===== config.mk =====
export PLATFORM = sky130hd
export DESIGN_NAME = miriscv_mem_arbiter
export DESIGN_NICKNAME = d
export VERILOG_FILES = /design/src/rtl/miriscv_mem_arbiter.sv
export SDC_FILE = /design/constraint.sdc
export NUM_CORES = 1
export LEC_CHECK = 0
export CAP_MARGIN = 20
export CORE_AREA = 2 2 109 111
export CTS_CLUSTER_DIAMETER = 120
export CTS_CLUSTER_SIZE = 25
export DETAILED_ROUTE_END_ITERATION = 16
export DIE_AREA = 0 0 111 113
export GPL_TIMING_DRIVEN = 0
export PLACE_DENSITY = 0.68
export SYNTH_ARGS = -nofsm -noshare
export SYNTH_HDL_FRONTEND = slang
export SYNTH_SLANG_ARGS = --single-unit

===== constraint.sdc =====
create_clock -name clk_i -period 2.1 [get_ports clk_i]
set_input_delay 0.42 -clock clk_i [delete_from_list [all_inputs] [get_ports clk_i]]
set_output_delay 0.42 -clock clk_i [all_outputs]
set_load 0.01 [all_outputs]

===== src/rtl/miriscv_mem_arbiter.sv =====
// Shares one memory port between instruction fetch and the LSU of the miriscv core.
// Fixed priority with an anti-starvation limit; an in-order owner FIFO routes each response back to its issuer.
module miriscv_mem_arbiter #(
    parameter int unsigned XLEN           = 32,
    parameter int unsigned MAX_OUTST      = 2,
    parameter int unsigned DATA_BURST_MAX = 4
) (
    input  logic                clk_i,
    input  logic                arstn_i,

    input  logic                instr_req_i,
    input  logic [XLEN-1:0]     instr_addr_i,
    input  logic                instr_flush_i,
    output logic                instr_gnt_o,
    output logic                instr_rvalid_o,
    output logic [XLEN-1:0]     instr_rdata_o,

    input  logic                data_req_i,
    input  logic                data_we_i,
    input  logic [XLEN/8-1:0]   data_be_i,
    input  logic [XLEN-1:0]     data_addr_i,
    input  logic [XLEN-1:0]     data_wdata_i,
    output logic                data_gnt_o,
    output logic                data_rvalid_o,
    output logic [XLEN-1:0]     data_rdata_o,

    output logic                mem_req_o,
    output logic                mem_we_o,
    output logic [XLEN/8-1:0]   mem_be_o,
    output logic [XLEN-1:0]     mem_addr_o,
    output logic [XLEN-1:0]     mem_wdata_o,
    input  logic                mem_gnt_i,
    input  logic                mem_rvalid_i,
    input  logic [XLEN-1:0]     mem_rdata_i
);

    localparam int unsigned CNT_W = $clog2(MAX_OUTST + 1);
    localparam int unsigned PTR_W = (MAX_OUTST > 1) ? $clog2(MAX_OUTST) : 1;
    localparam int unsigned STV_W = $clog2(DATA_BURST_MAX + 1);

    localparam logic [CNT_W-1:0] CNT_MAX  = CNT_W'(MAX_OUTST);
    localparam logic [STV_W-1:0] STV_MAX  = STV_W'(DATA_BURST_MAX);
    localparam logic [PTR_W-1:0] PTR_LAST = PTR_W'(MAX_OUTST - 1);

    logic [CNT_W-1:0]     outst_cnt_q, outst_cnt_d;
    logic [STV_W-1:0]     starve_cnt_q, starve_cnt_d;
    logic [PTR_W-1:0]     rd_ptr_q, rd_ptr_d;
    logic [PTR_W-1:0]     wr_ptr_q, wr_ptr_d;
    logic [MAX_OUTST-1:0] owner_q, owner_d;  // 1 = data, 0 = instr
    logic [MAX_OUTST-1:0] drop_q, drop_d;

    logic issue_ok;
    logic sel_data;
    logic sel_instr;
    logic accept;
    logic pop;

    function automatic logic [PTR_W-1:0] ptr_inc(input logic [PTR_W-1:0] ptr);
        return (ptr == PTR_LAST) ? '0 : ptr + PTR_W'(1);
    endfunction

    always_comb begin
        // NOTE: every variable gets a default before any branch, so no path can infer a latch.
        issue_ok    = (outst_cnt_q < CNT_MAX);
        sel_data    = data_req_i && (!instr_req_i || (starve_cnt_q < STV_MAX));
        sel_instr   = instr_req_i && !sel_data;
        mem_req_o   = arstn_i && issue_ok && (data_req_i || instr_req_i);
        mem_we_o    = 1'b0;
        mem_be_o    = '0;
        mem_addr_o  = '0;
        mem_wdata_o = '0;

        // Address/control are gated by the reset pin so the port stays quiet while arstn_i is low.
        if (arstn_i && sel_data) begin
            mem_we_o    = data_we_i;
            mem_be_o    = data_be_i;
            mem_addr_o  = data_addr_i;
            mem_wdata_o = data_wdata_i;
        end else if (arstn_i && sel_instr) begin
            mem_be_o    = '1;
            mem_addr_o  = instr_addr_i;
        end

        accept      = mem_req_o && mem_gnt_i;
        data_gnt_o  = accept && sel_data;
        instr_gnt_o = accept && sel_instr;

        // A response with nothing outstanding belongs to no one and is ignored.
        pop            = arstn_i && mem_rvalid_i && (outst_cnt_q != '0);
        data_rvalid_o  = pop && owner_q[rd_ptr_q];
        instr_rvalid_o = pop && !owner_q[rd_ptr_q] && !drop_q[rd_ptr_q];
        data_rdata_o   = mem_rdata_i;
        instr_rdata_o  = mem_rdata_i;
    end

    always_comb begin
        owner_d      = owner_q;
        drop_d       = drop_q;
        rd_ptr_d     = pop ? ptr_inc(rd_ptr_q) : rd_ptr_q;
        wr_ptr_d     = accept ? ptr_inc(wr_ptr_q) : wr_ptr_q;
        outst_cnt_d  = outst_cnt_q;
        starve_cnt_d = starve_cnt_q;

        // Flush before push: a fetch accepted alongside the flush is a new-path fetch and must survive.
        if (instr_flush_i) begin
            drop_d = drop_q | ~owner_q;
        end
        if (accept) begin
            owner_d[wr_ptr_q] = sel_data;
            drop_d[wr_ptr_q]  = 1'b0;
        end

        case ({accept, pop})
            2'b10:   outst_cnt_d = outst_cnt_q + CNT_W'(1);
            2'b01:   outst_cnt_d = outst_cnt_q - CNT_W'(1);
            default: outst_cnt_d = outst_cnt_q;
        endcase

        if (!instr_req_i || instr_gnt_o) begin
            starve_cnt_d = '0;
        end else if (data_gnt_o && (starve_cnt_q < STV_MAX)) begin
            starve_cnt_d = starve_cnt_q + STV_W'(1);
        end
    end

    // NOTE: state updates use non-blocking assignments so every flop samples pre-edge values.
    always_ff @(posedge clk_i or negedge arstn_i) begin
        if (!arstn_i) begin
            outst_cnt_q  <= '0;
            starve_cnt_q <= '0;
            rd_ptr_q     <= '0;
            wr_ptr_q     <= '0;
            // NOTE: the owner FIFO is only a few flops, so it is reset too; validity still comes from outst_cnt_q.
            owner_q      <= '0;
            drop_q       <= '0;
        end else begin
            outst_cnt_q  <= outst_cnt_d;
            starve_cnt_q <= starve_cnt_d;
            rd_ptr_q     <= rd_ptr_d;
            wr_ptr_q     <= wr_ptr_d;
            owner_q      <= owner_d;
            drop_q       <= drop_d;
        end
    end

endmodule


=== After elaboration in Yosys (flattened, before gate mapping) ===
Cells that the tools add are included.

* Bits in registers: 11
* Output and inout port bits: 138
* Logic and storage cells: 68
* Bits of input ports: 140

* Reduce and logical (&&, ||, !) cells: 26
* Bitwise operators: 4
* Order comparisons: 5
* Muxes and demuxes: 20
* Add/sub/neg operators: 5
* Equal/unequal tests: 2

{| class="wikitable"
|+ Operator list
! operator !! count
|-
| 32-bit 2-to-1 mux || 3
|-
| 1-bit logical AND || 16
|-
| 1-bit 2-to-1 mux || 8
|-
| 4-bit 2-to-1 mux || 2
|-
| 3-bit 2-to-1 mux || 2
|-
| 2-bit nonzero test || 3
|-
| 1-bit zero test || 4
|-
| 1-bit by 2-bit less-than comparator with 1-bit output, second input constant || 2
|-
| 2-bit 2-to-1 mux || 2
|-
| 2-bit NOT || 2
|-
| 2-bit case mux with 2 select lines || 1
|-
| 3-bit by 1-bit adder with 3-bit output, second input constant || 1
|-
| 1-bit logical OR || 3
|-
| 3-bit less-than comparator, second input constant || 1
|-
| 1-bit adder, second input constant || 2
|-
| 2-bit by 1-bit adder with 2-bit output, second input constant || 1
|-
| 2-bit AND || 1
|-
| 2-bit bitwise mux || 1
|-
| 2-bit by 1-bit equality test with 1-bit output, second input constant || 1
|-
| 2-bit equality test, second input constant || 1
|-
| 2-bit less-than comparator, second input constant || 1
|-
| 2-bit OR || 1
|-
| 2-bit by 1-bit subtractor with 2-bit output, second input constant || 1
|-
| 1-bit demux with 1-bit select || 1
|-
| 1-bit >= comparator, second input constant || 1
|}

=== Longest topological paths before layout ===
Gate-level depths: netlist of run 1.

* Depth after elaboration: 8
* Gate-level depth with buffers: 8
* Gate-level depth less buffers: 6

=== Least setup slack after synthesis of run 1 ===
OpenSTA, ideal clock, no wires.

* Path type: in2out
* Start: input instr_req_i
* End: output mem_addr_o[10]
* Buffers on the path: 3
* Slack: 0.285 ns
* Arrival time: 1.395 ns
* Data required time: 1.680 ns
* Stages: 6
* Cell sequence: buf_4 > a21boi_2 > and2_2 > buf_4 > buf_4 > a22o_1

* Word-level cells in the longest chain between the ends: 8
* Elaborated cells on any way between the ends: 9
* Those cells by class: mux: 2; reduce/logical: 7

{| class="wikitable"
|+ RTL lines
! item !! line !! source
|-
| start: declaration || 11 || <nowiki>input logic instr_req_i,</nowiki>
|-
| 1-bit zero test || 65 || <nowiki>sel_data = data_req_i && (!instr_req_i || (starve_cnt_q < STV_MAX));</nowiki>
|-
| 1-bit logical OR || 65 ||
|-
| 1-bit logical AND || 65 ||
|-
| 1-bit zero test || 66 || <nowiki>sel_instr = instr_req_i && !sel_data;</nowiki>
|-
| 1-bit logical AND || 66 ||
|-
| 1-bit logical AND || 79 || <nowiki>end else if (arstn_i && sel_instr) begin</nowiki>
|-
| 32-bit 2-to-1 mux || 79 ||
|-
| 32-bit 2-to-1 mux (*) || 74 || <nowiki>if (arstn_i && sel_data) begin</nowiki>
|-
| end: declaration || 30 || <nowiki>output logic [XLEN-1:0] mem_addr_o,</nowiki>
|}

Every way passes the cells marked *; elsewhere a longest branch is shown, timed or not.

=== Worst setup path in the final report of run 1 ===
* Start: register starve_cnt_q[2]
* End: output mem_addr_o[1]

* Word-level cells in the longest chain between the ends: 8
* Elaborated cells on any way between the ends: 9
* Those cells by class: order compare: 1; mux: 2; reduce/logical: 6

{| class="wikitable"
|+ RTL lines
! item !! line !! source
|-
| start: declaration || 46 || <nowiki>logic [STV_W-1:0] starve_cnt_q, starve_cnt_d;</nowiki>
|-
| start signal: assignment || 138 || <nowiki>starve_cnt_q <= starve_cnt_d;</nowiki>
|-
| 3-bit less-than comparator (*) || 65 ||
|-
| 1-bit logical OR (*) || 65 ||
|-
| 1-bit logical AND (*) || 65 ||
|-
| 1-bit zero test || 66 ||
|-
| 1-bit logical AND || 66 ||
|-
| 1-bit logical AND || 79 ||
|-
| 32-bit 2-to-1 mux || 79 ||
|-
| 32-bit 2-to-1 mux (*) || 74 ||
|}

Marked as above.

==> results.py, run 1 <==
metrics = {
    "clocking": {
        "clkLatencyLatePin_ps": 240,
        "cts_buffers": 3,
        "clock_sinks": 11,
        "clock-root-buffer": "clkbuf_16",
        "clockBufferDepth": 2,
        "clkSlewWorstSetupHoldPaths_ps": 50,
        "h-tree-depth": 1,
        "cts_tree": "yes",
    },
    "min_path": {
        "holdPathEnd": "outst_cnt_q[1]",
        "min_path_cells": 1,
        "hp-class": "reg2reg",
        "hp-start": "outst_cnt_q[1]",
    },
    "grt": {
        "antenna_found_initial": 0,
        "grt_max_degree": 12,
        "track_usage": 0.134,
        "grt_pass1_wl_mm": 13.6,
        "grt_pass1_vias": 2641,
        "grt-ovfl-total": 0,
    },
    "power": {
        "finalPower_mw": 1.68,
        "p_sw_uw": 510,
        "power_leakage_nw": 2.26,
        "irDropWorstVdd_v": 0.000532,
        "power_density_nw_per_um2": 385,
        "p_seq_frac": 0.219,
        "pwr-share-clk": 0.210,
        "intPower_mw": 1.17,
        "switching_share": 0.304,
        "power_frac_comb": 0.571,
    },
    "worst_setup_path": {
        "cp_max_fo": 4,
        "cp_slowest_cell": "dfrtp_1",
        "cpPeakStageDelay_ps": 420,
        "worstPathRequired_ps": 1680,
        "critPathKind": "reg2out",
        "cp_cell_sequence": "a21boi_4 -> buf_4 -> and2_2 -> a22o_1 -> dlygate4sd2_1",
        "arrival_ps": 1630,
        "reg2reg_slack_ps": 360,
        "critPathLaunchType": "flop",
        "critPathBufInv": 2,
        "cp_top_family": "buffers and inverters",
        "r2r_start": "outst_cnt_q[1]",
        "critPathCaptureType": "primary output",
        "ff2ff_path_depth": 6,
        "r2r-end": "outst_cnt_q[1]",
    },
    "route": {
        "wl_met3_um": 798,
        "viasPerCell": 4.11,
        "drtIter0Drc": 55,
        "drcViolationCount": 0,
        "wl_met2_mm": 5.01,
        "vias": 2496,
        "wl_met1_mm": 3.28,
        "ant_nets": 0,
        "wl_per_cell_um": 15.3,
        "routed.top_layer": "met4",
        "dr.pass1.iters": 4,
        "wirelength_mm": 9.29,
    },
    "timing": {
        "rsz0062_at_grt": "yes",
        "clock_skew_ps": 4.79,
        "setup_viol": 0,
        "finalCritPeriodShare": 0.978,
        "period_needed_ps": 2050,
        "fmax_mhz": 487,
        "worstMarginPinSlew_ps": 523,
        "hold_viol": 0,
        "setup_tns_ps": 0,
        "relSlewSlack": 0.650,
        "drv_slew": 0,
    },
    "logic_synthesis": {
        "mappedNetlistArea_um2": 1710,
        "synth_ff_type": "dfrtp_1",
        "ys_types": 32,
        "ys_seq_area_frac": 0.161,
        "synth.net_count": 351,
        "synth.area.top_cells": "buf_4 30%, a22o_1 16%, dfrtp_1 16%",
        "ys_warn_count": 0,
        "synth_cells": 209,
        "yosysTopAreaCellShare": 0.303,
        "synth_area_per_cell_um2": 8.18,
        "synth_edf_count": 0,
        "async_flop_share": 1.00,
        "synth_area_leader_cell": "buf_4",
        "ys_seq_elements": 11,
    },
    "finish": {
        "layout-drive-gt1-share": 0.290,
        "antenna_cells": 0,
        "finish.instance_area_um2": 4360,
        "syn_to_final_growth_pct": 155,
        "final_util": 0.387,
        "final_cell_count_no_fill": 608,
        "fin_nets": 608,
    },
    "placement": {
        "dp_cells": 596,
        "gp_congestion": 0.825,
        "dp_hpwl_mm": 8.07,
        "numPortBuffers": 244,
        "place_area_um2": 4330,
    },
    "die": {
        "die_area_um2": 12500,
        "die_y_um": 113,
        "die_w_um": 111,
        "start_util": 0.152,
        "core_um2": 11300,
        "rows": 39,
        "pin_count": 278,
    },
    "run_status": {
        "outcome": "finished clean",
    },
    "job": {
        "maxCapViolations": 0,
    },
}
==> power groups by stage <==
stage                     Combinational, mW  Sequential [mW]  Clock [mW]
after floorplan                       0.448            0.354           0
after global placement                0.977            0.367           0
after detailed placement              0.990            0.372           0
after CTS                             0.965            0.369       0.354
after global routing                   1.03            0.381       0.371
final                                 0.957            0.368       0.353
==> routing by layer <==
metal	track usage	vias to the layer above
li1	-	1186
met1	0.137	1143
met5	0	-
met4	0.0392	0
met2	0.264	151
met3	0.0391	16
==> cells in the mapped netlist (2+ instances only) <==
library cell  count
buf_4            69
a22o_1           32
and3_1           30
dfrtp_1          11
nor2_1            8
clkbuf_1          6
nand2_1           6
buf_2             5
mux2i_1           5
a21o_1            4
and3_2            4
xnor2_1           4
a21oi_1           2
ha_1              2
inv_1             2
nand3_1           2
nor2b_1           2
==> area by class of cell <==
class	instances	area, um^2
well taps	143	179
plain buffers	79	604
repair buffers	252	2320
flip-flops and latches	11	275
fillers	1131	6910
inverters	2	7.51
clock buffers	4	78.8
multi-input cells	117	897
==> registers in the layout, summed over array words and instances (netlist names) <==
name,count
owner_q,2
drop_q,2
wr_ptr_q,1
rd_ptr_q,1
outst_cnt_q,2
starve_cnt_q,3
==> cell usage in the layout, fill, tap and decap left out, types with 6 or more instances in the layout <==
cell type and instances:
clkdlybuf4s50_1 168, nor2_1 8, dlygate4sd2_1 31, nand2_1 6
buf_6 6, buf_2 31, a22o_1 31, dfrtp_1 11
buf_4 74, clkdlybuf4s15_1 8, and3_1 30
==> timing repair <==
| item | CTS | global route |
|---|---|---|
| gates cloned | 1 | 1 |
| buffers inserted | 6 | 1 |
| pin swaps | 6 | 2 |
| gates resized for setup | 202 | 14 |
| hold endpoints to repair | 11 | 0 |
| endpoints found under the setup margin | 82 | 16 |
| hold buffers | 1 | 0 |
==> how the worst max path moves through the flow <==
stage,cells past startpoint,start,endpoint
3_5_place_dp,7,arstn_i,mem_addr_o[16]
4_1_cts,4,starve_cnt_q[2],mem_wdata_o[31]
6_report,5,starve_cnt_q[2],mem_addr_o[1]
5_1_grt,6,starve_cnt_q[2],mem_addr_o[17]
3_3_place_gp,7,arstn_i,mem_addr_o[16]
2_1_floorplan,6,instr_req_i,mem_addr_o[10]
==> kinds of logic (layout without fill, tap and decap cells) <==
family,Yosys count,in the layout,share of synthesized area
AOI/OAI and AO/OA,42,42,0.206
xor gates and xnor gates,5,5,0.0256
adders and majority gates,2,2,0.0146
buffers and inverters,83,337,0.342
DFF,11,11,0.161
muxes,6,6,0.0381
and+or+nand+nor,60,62,0.212
==> stage by stage <==
step / setup slack (ps) / hold WS (ps)
after global placement: -1320 / 484
after detailed placement: -1360 / 488
after floorplan: 285 / 124
after global routing: -13.0 / 518
final: 45.9 / 492
after CTS: -2.44 / 496
Note: power is estimated with default switching activity, not from simulation.
==> inputs of run 2 (changes only) <==
CELL_PAD_IN_SITES_DETAIL_PLACEMENT = 0   (was not set)
CELL_PAD_IN_SITES_GLOBAL_PLACEMENT = 1   (was not set)
CORE_AREA = not set   (was 2 2 109 111)
CORE_UTILIZATION = 13   (was not set)
DIE_AREA = not set   (was 0 0 111 113)
PLACE_DENSITY = 0.91   (was 0.68)
SETUP_SLACK_MARGIN = 0.5   (was not set)
==> results.py, run 2 (same netlist as run 1, synthesis figures left out) <==
metrics = {
    "run_status": {
        "outcome": "finished clean",
    },
    "die": {
        "die_y_um": 117,
        "pin_count": 278,
        "core_um2": 12700,
        "start_util": 0.134,
        "die_w_um": 117,
        "rows": 41,
        "die_area_um2": 13600,
    },
    "worst_setup_path": {
        "critPathKind": "reg2out",
        "cp_cell_sequence": "buf_6 -> a21boi_4 -> buf_4 -> buf_6 -> clkbuf_8 -> buf_6 -> and3_4 -> buf_6",
        "cp_top_family": "buffers and inverters",
        "arrival_ps": 1650,
        "critPathLaunchType": "flop",
        "worstPathRequired_ps": 1680,
        "cp_max_fo": 5,
        "critPathCaptureType": "primary output",
        "critPathMostFrequentCell": "buf_6",
        "critPathBufInv": 6,
        "cp_slowest_cell": "dfrtp_1",
        "cpPeakStageDelay_ps": 380,
    },
    "route": {
        "vias": 2628,
        "routed.top_layer": "met4",
        "wl_per_cell_um": 15.7,
        "wl_met2_mm": 5.78,
        "drcViolationCount": 0,
        "viasPerCell": 3.93,
        "ant_nets": 0,
        "wl_met3_um": 999,
        "wl_met1_mm": 3.66,
        "drtIter0Drc": 34,
        "dr.pass1.iters": 4,
        "wirelength_mm": 10.5,
    },
    "timing": {
        "period_needed_ps": 2070,
        "setup_viol": 0,
        "fin_ws_ps": 25.3,
        "worstMarginPinSlew_ps": 517,
        "rsz0062_at_grt": "yes",
        "relSlewSlack": 0.654,
        "drv_slew": 0,
        "clock_skew_ps": 4.12,
        "finalCritPeriodShare": 0.988,
        "hold_viol": 0,
        "fmax_mhz": 482,
    },
    "finish": {
        "largest_reg_flops": 3,
        "layout-drive-gt1-share": 0.484,
        "largest-register": "starve_cnt_q",
        "fin_nets": 639,
        "most-common-layout-cells": "166 x clkdlybuf4s50_1, 75 x buf_4, 69 x buf_6, 30 x buf_2, 29 x a22o_1",
        "final_util": 0.405,
        "syn_to_final_growth_pct": 202,
        "n_fill_cell": 1268,
        "antenna_cells": 0,
        "final_common_cell": "clkdlybuf4s50_1",
    },
    "power": {
        "irDropWorstVdd_v": 0.000398,
        "finalPower_mw": 2.04,
        "power_leakage_nw": 2.45,
        "power_density_nw_per_um2": 396,
    },
    "clocking": {
        "cts_tree": "yes",
        "clock-root-buffer": "clkbuf_16",
        "cts_buffers": 3,
        "h-tree-depth": 1,
        "clockBufferDepth": 2,
        "clkLatencyLatePin_ps": 240,
        "clkSlewWorstSetupHoldPaths_ps": 40,
        "clock_sinks": 11,
    },
    "min_path": {
        "hp-class": "in2reg",
    },
    "grt": {
        "grt_pass1_vias": 2581,
        "track_usage": 0.133,
        "antenna_found_initial": 0,
        "grt-ovfl-total": 0,
        "grt_max_degree": 12,
        "grt_pass1_wl_mm": 13.7,
    },
    "placement": {
        "numPortBuffers": 244,
        "gp_congestion": 0.797,
        "dp_slack_ps": -1200,
        "dp_hpwl_mm": 8.26,
    },
    "job": {
        "maxCapViolations": 0,
    },
}
## run 2: cell types whose count changed in the layout (fill, tap and decap cells not counted), sizes merged
| cell | previous run | this run |
|---|---|---|
| and2 | 2 | 1 |
| and3 | 35 | 34 |
| buf | 113 | 186 |
| bufbuf | 0 | 1 |
| clkdlybuf4s15 | 8 | 0 |
| clkdlybuf4s50 | 168 | 166 |
| dlygate4sd2 | 31 | 2 |
| dlymetal6s2s | 2 | 0 |
## run 2: cell type report
class,count,area (um^2),share of cell area
repair buffers,283,2820,0.547
multi-input cells,115,1070,0.207
inverters,2,7.51,0.00146
well taps,172,215,0.0417
flip-flops and latches,11,275,0.0534
clock buffers,4,78.8,0.0153
plain buffers,81,693,0.134
## run 2: path summary, 6_finish.rpt
| kind | cells past startpoint | from | endpoint | slack, ps |
|---|---|---|---|---|
| setup reg to reg | 6 | outst_cnt_q[1] | owner_q[0] | 260 |
| setup / recovery | 8 | starve_cnt_q[2] | mem_wdata_o[12] | 30 |
| hold / removal | 3 | instr_req_i | starve_cnt_q[0] | 460 |
| max in group asynchronous | 2 | arstn_i | starve_cnt_q[0] | 1060 |
| hold reg to reg | 1 | drop_q[0] | drop_q[0] | 500 |
| min in group asynchronous | 2 | arstn_i | drop_q[0] | 700 |
## run 2: where the power goes
part | leakage, nW | switching [mW] | internal [mW]
combinational | 2.28 | 0.439 | 0.876
sequential | 0.131 | 0.0885 | 0.293
clock | 0.0382 | 0.0916 | 0.255
## run 2: layer usage
layer / global-route usage / vias to the layer above
met5: 0 / -
met4: 0.0194 / 0
met3: 0.0280 / 6
met2: 0.274 / 156
met1: 0.138 / 1213
li1: - / 1253
## run 2: through the flow
stage	hold slack (ps)	cell area, um^2	instances	TNS [ps]
2_1_floorplan	124	1790	209	0
3_3_place_gp	477	4440	625	-69560
3_5_place_dp	486	4440	625	-74320
4_1_cts	463	4990	662	-223
5_1_grt	477	5160	668	-603
6_report	461	5160	668	0
## run 2: repair_timing
action,CTS,global route
setup endpoints to repair,85,80
buffers inserted,25,5
hold buffers,1,0
endpoints found under the hold margin,11,0
cloned,7,1
resized for setup,412,40
pin swaps,25,18
## run 2: tightest hold or removal path, cell delays in order
cell	delay [ps]
buf_8	120
nand2_1	50
mux2i_1	60
